==> config.mk <==
export PLATFORM = sky130hd
export DESIGN_NAME = seg7_scan_driver
export DESIGN_NICKNAME = d
export VERILOG_FILES = /design/src/rtl/seg7_scan_driver.sv
export SDC_FILE = /design/constraint.sdc
export NUM_CORES = 1
export LEC_CHECK = 0
export CAP_MARGIN = 10
export CORE_UTILIZATION = 30
export DETAILED_ROUTE_END_ITERATION = 8
export REMOVE_ABC_BUFFERS = 1
export SYNTH_ARGS = -nofsm -noshare
export SYNTH_HDL_FRONTEND = slang
export SYNTH_SLANG_ARGS = --single-unit
==> constraint.sdc <==
create_clock -name i_clk -period 6.8 [get_ports i_clk]
set_input_delay 1.36 -clock i_clk [delete_from_list [all_inputs] [get_ports i_clk]]
set_output_delay 1.36 -clock i_clk [all_outputs]
set_load 0.05 [all_outputs]
==> src/rtl/seg7_scan_driver.sv <==
// seg7_scan_driver
//   Time-multiplexed driver for a DIGITS-wide common-anode seven-segment
//   display. A prescaler divides clk into digit slots. A double-buffered
//   frame of hex nibbles and decimal points is scanned one digit per slot.
//   New frames are committed only at a frame wrap, so the display never
//   tears.
//
// Ports
//   i_clk          system clock
//   i_rst          synchronous active-high reset
//   i_data         4*DIGITS hex nibbles, digit 0 in bits [3:0]
//   i_dp_in        decimal point request per digit (active-high)
//   i_digit_en     per-digit enable, read live
//   i_lz_en        leading-zero suppression enable, read live
//   i_load         strobe capturing i_data/i_dp_in into the pending buffer
//   o_seg          active-low segments, bit 0 = a ... bit 6 = g
//   o_dp           active-low decimal point
//   o_an           active-low anode selects
//   o_frame_done   one-cycle pulse after each frame wrap
//   o_busy         pending frame waiting for commit
module seg7_scan_driver #(
  parameter int DIGITS  = 8,
  parameter int CLK_DIV = 100000,
  parameter int IDX_W   = (DIGITS > 1) ? $clog2(DIGITS) : 1
) (
  input  logic                  i_clk,
  input  logic                  i_rst,
  input  logic [4*DIGITS-1:0]   i_data,
  input  logic [DIGITS-1:0]     i_dp_in,
  input  logic [DIGITS-1:0]     i_digit_en,
  input  logic                  i_lz_en,
  input  logic                  i_load,
  output logic [6:0]            o_seg,
  output logic                  o_dp,
  output logic [DIGITS-1:0]     o_an,
  output logic                  o_frame_done,
  output logic                  o_busy
);

  localparam int PS_W = $clog2(CLK_DIV);
  localparam logic [PS_W-1:0]  PS_LAST  = PS_W'(CLK_DIV - 1);
  localparam logic [IDX_W-1:0] IDX_LAST = IDX_W'(DIGITS - 1);

  logic [PS_W-1:0]       r_presc;
  logic [IDX_W-1:0]      r_idx;
  logic [4*DIGITS-1:0]   r_disp_data;
  logic [DIGITS-1:0]     r_disp_dp;
  logic [4*DIGITS-1:0]   r_pend_data;
  logic [DIGITS-1:0]     r_pend_dp;
  logic                  r_pend_valid;

  logic                  w_tick;
  logic                  w_wrap;
  logic [DIGITS-1:0]     w_suppress;
  logic [3:0]            w_nib;
  logic                  w_dp_bit;
  logic                  w_en;
  logic                  w_sup;
  logic [DIGITS-1:0]     w_an_sel;

  function automatic logic [6:0] f_decode(input logic [3:0] nib);
    case (nib)
      4'h0: f_decode = 7'h40;
      4'h1: f_decode = 7'h79;
      4'h2: f_decode = 7'h24;
      4'h3: f_decode = 7'h30;
      4'h4: f_decode = 7'h19;
      4'h5: f_decode = 7'h12;
      4'h6: f_decode = 7'h02;
      4'h7: f_decode = 7'h78;
      4'h8: f_decode = 7'h00;
      4'h9: f_decode = 7'h10;
      4'hA: f_decode = 7'h08;
      4'hB: f_decode = 7'h03;
      4'hC: f_decode = 7'h46;
      4'hD: f_decode = 7'h21;
      4'hE: f_decode = 7'h06;
      default: f_decode = 7'h0E;
    endcase
  endfunction

  assign w_tick = (r_presc == PS_LAST);
  assign w_wrap = w_tick && (r_idx == IDX_LAST);

  // Scan timing: prescaler and digit index.
  always_ff @(posedge i_clk) begin
    if (i_rst) begin
      r_presc <= '0;
      r_idx   <= '0;
    end else begin
      r_presc <= w_tick ? '0 : r_presc + 1'b1;
      if (w_tick)
        r_idx <= w_wrap ? '0 : r_idx + 1'b1;
    end
  end

  // Double buffer. The commit uses the pending contents from before this
  // edge, so a load landing on the wrap edge waits for the following wrap.
  always_ff @(posedge i_clk) begin
    if (i_rst) begin
      r_disp_data  <= '0;
      r_disp_dp    <= '0;
      r_pend_data  <= '0;
      r_pend_dp    <= '0;
      r_pend_valid <= 1'b0;
    end else begin
      if (w_wrap && r_pend_valid) begin
        r_disp_data <= r_pend_data;
        r_disp_dp   <= r_pend_dp;
      end
      if (i_load) begin
        r_pend_data  <= i_data;
        r_pend_dp    <= i_dp_in;
        r_pend_valid <= 1'b1;
      end else if (w_wrap) begin
        r_pend_valid <= 1'b0;
      end
    end
  end

  // A digit is a leading zero when it and every digit above it hold 0.
  always_comb begin
    logic w_zero_run;
    w_zero_run = 1'b1;
    w_suppress = '0;
    for (int i = DIGITS - 1; i >= 0; i--) begin
      w_zero_run    = w_zero_run & (r_disp_data[4*i +: 4] == 4'h0);
      w_suppress[i] = w_zero_run & (i != 0);
    end
  end

  // Select the fields of the digit currently being scanned.
  always_comb begin
    w_nib    = 4'h0;
    w_dp_bit = 1'b0;
    w_en     = 1'b0;
    w_sup    = 1'b0;
    w_an_sel = '1;
    for (int i = 0; i < DIGITS; i++) begin
      if (r_idx == IDX_W'(i)) begin
        w_nib       = r_disp_data[4*i +: 4];
        w_dp_bit    = r_disp_dp[i];
        w_en        = i_digit_en[i];
        w_sup       = i_lz_en & w_suppress[i];
        w_an_sel[i] = 1'b0;
      end
    end
  end

  always_ff @(posedge i_clk) begin
    if (i_rst) begin
      o_an         <= '1;
      o_seg        <= 7'h7F;
      o_dp         <= 1'b1;
      o_frame_done <= 1'b0;
    end else begin
      if (!w_en) begin
        o_an  <= '1;
        o_seg <= 7'h7F;
        o_dp  <= 1'b1;
      end else begin
        o_an  <= w_an_sel;
        o_seg <= w_sup ? 7'h7F : f_decode(w_nib);
        o_dp  <= ~w_dp_bit;
      end
      o_frame_done <= w_wrap;
    end
  end

  assign o_busy = r_pend_valid;

endmodule

==> results.txt <==
count of different cell masters after synthesis - 72
most used cell, CP - a21oi_1
FMAX - 286 MHz
FF+latch count, synth - 118
pin count of the biggest net entering global routing - 49
critical path required time - 7.09 ns
# nets final - 713
first-pass GRT wire length - 20700 µm
slowest stage delay, CP - 0.90 ns
# port buffers - 69
row count - 49
Root Buffer - clkbuf_16
Overall Power - 0.00171 W
Post-CTS Setup Inserts - 0
Crit path arrival time - 3.78 ns
number of global-route vias before repair - 4093
Synth Area per Inst - 9.40 µm²
Post-DP HPWL - 8460 µm
sequential area share after synthesis - 0.420
final setup TNS - 0 ns
core area - 18100 µm²
First-pass DRT Iterations - 8
Comb pwr share - 0.057
wire per inst - 14.3 µm
mux contribution to synthesized area - 0.0764
Cells after Synth - 599
post-CTS resize count - 0
CTS buffer count - 17
Post-DP Area - 6320 µm²
number of DRC markers in iteration 0 - 250
Die Area - 19300 µm²
Yosys top cell area share - 0.420
Yosys warnings - 0
power density cells - 247 nW/µm²
cell family with most CP delay - compound AO/OA/AOI/OAI gates
Post-Syn Area - 5630 µm²
DRT Wirelength - 12700 µm
Slew Limit Fails - 0
crit-path cells - inv_2 -> ha_1 -> nor2b_1 -> o31ai_2 -> a21oi_1 -> o31ai_4 -> inv_1 -> ha_1 -> inv_1 -> a21oi_1 -> a21oi_1 -> o221ai_2
Clk pwr share - 0.520
clock slew at reported path FFs - 0.05 ns
critical path buffer and inverter count - 3
vias - 4220
H-tree Lvls - 4
Relative slew margins - 0.277
Post-CTS Hold Fix Bufs - 0
startpoint types - flip-flop
Pint - 0.00135 W
fin crit share - 0.514
Max FO, Critical Path - 24
final cell count without fillers - 888
num ports - 70
Die W - 139 µm
Design Area, Final - 6900 µm²
Net Sw Power - 0.000360 W
largest area contributor in the netlist - dfxtp_1
RSZ-0062 raised after global routing - no
main combinational cell family by area after synthesis - simple AND/OR/NAND/NOR gates
Hold WC Path Type - flip-flop to flip-flop
Skew-Pair Late Insertion Delay - 0.41 ns
VDD IR max - 0.147 mV
number of antenna violations at the first check in global routing - 0
Final ANT Viol Nets - 0
post-synthesis async set-or-reset flop share - 0
xor/xnor share of the synthesized area - 0.0218
Vias per Instance - 4.75
CTS Sinks - 118
# setup viols final - 0
Synth Area in Compound Gates - 0.171
placed insts - 859
most common cell after layout, fill and taps aside - dfxtp_1
Sw Ratio - 0.211
Tot GR Track Use - 0.136
final core utilization - 0.380
Fin Clk Skew - 0.00855 ns
DRC errors left - 4
failing checks - design-rule violations
max-cap viol count - 0
Fillers - 1846
dominant synthesized flop cell - dfxtp_1
sequential share of power - 0.424
CP max-delay cell - dfxtp_1
initial core utilization - 0.310
Post-synth EDFFs - 0
number of inserted diodes - 0
Tmin final - 3.49 ns
Overflow after GRT - 0
CTS tree - yes
Post-Synth Simple-Gate Area - 0.218
WS Path Type - flip-flop to flip-flop
Synth area leaders - dfxtp_1, mux2i_1, a21oi_2
layout cells sized above 1 - 0.220
final hold vios - 0
commonest non-fill, non-tap cells in the layout - dfxtp_1, nor2_1, nand2_1
worst slew pin tran - 1.08 ns
Area growth, synth to finish - 22.6%
Synth Area in Adders - 0.0267
Die Ht - 139 µm
gpl congestion - 0.793
status - finished, violations left
Leakage - 2.50 nW
crit end category - flip-flop
clock buffer depth - 2
## cells in the mapped netlist (5+ instances only)
master / n
dfxtp_1: 118
nor2_1: 70
nand2_1: 68
mux2i_1: 43
a21oi_2: 42
nand2_2: 41
a21oi_1: 20
nand3_1: 18
clkbuf_1: 16
inv_1: 15
ha_1: 12
xor2_1: 9
buf_6: 7
nand3b_1: 6
o211ai_1: 6
buf_12: 5
nor4_1: 5
xnor2_1: 5
## worst reg2reg max path: stages (launching register included)
cell and delay (ns):
dfxtp_1 0.90, inv_2 0.27, ha_1 0.48, nor2b_1 0.23, o31ai_2 0.17, a21oi_1 0.13
o31ai_4 0.33, inv_1 0.12, ha_1 0.25, inv_1 0.11, a21oi_1 0.07, a21oi_1 0.18
o221ai_2 0.12
## metal layers
layer / GRT usage / part of all wire / up-vias
met5: 0 / 0 / -
li1: - / - / 2152
met1: 0.184 / 0.50 / 1972
met3: 0.0445 / 0.045 / 9
met4: 0.0456 / 0.0084 / 0
met2: 0.202 / 0.44 / 87
## state kept, by name (all words and copies together), names as in the netlist
signal	cells
o_seg	7
r_disp_dp	8
o_dp	1
r_idx	3
o_busy	1
r_disp_data	32
r_presc	17
o_an	8
r_pend_data	32
o_frame_done	1
r_pend_dp	8
## metrics by stage
step	setup WS, ns	hold WS (ns)
after floorplan	3.88	0.430
after global placement	3.45	0.449
after detailed placement	3.33	0.451
after CTS	3.31	0.461
after global routing	3.05	0.475
final	3.31	0.457
## cells by family (layout without fill, tap and decap cells)
logic type,after synthesis,in the layout
DFF,118,118
muxes,43,43
xor gates and xnor gates,14,14
and+or+nand+nor,245,245
adders and majority gates,12,12
AOI/OAI and AO/OA,110,110
buffers and inverters,57,117
## final cells by class
cell class | instances | area, µm² | area share
Clock inverter | 9 | 129 | 0.0187
Multi-Input combinational cell | 424 | 2900 | 0.420
Sequential cell | 118 | 2360 | 0.342
Clock buffer | 20 | 457 | 0.0662
Tap cell | 229 | 287 | 0.0415
Timing Repair Buffer | 72 | 706 | 0.102
Inverter | 16 | 60.1 | 0.00870
## power by group through the flow
stage / clock [W] / combinational [W] / sequential (W)
after CTS: 0.000908 / 0.0000987 / 0.000723
after global placement: 0 / 0.0000978 / 0.000737
after detailed placement: 0 / 0.0000981 / 0.000738
after global routing: 0.000940 / 0.000105 / 0.000725
final: 0.000887 / 0.0000969 / 0.000723
after floorplan: 0 / 0.0000301 / 0.000744
## final timing paths
path / from / endpoint / slack, ns / cells after the start
setup / recovery: r_idx[2] / o_seg[5] / 3.31 / 12
hold / removal: r_pend_data[20] / r_disp_data[20] / 0.46 / 2
setup reg to reg: r_idx[2] / o_seg[5] / 3.31 / 12
hold reg to reg: r_pend_data[20] / r_disp_data[20] / 0.46 / 2
(Power assumes the default switching activity.)
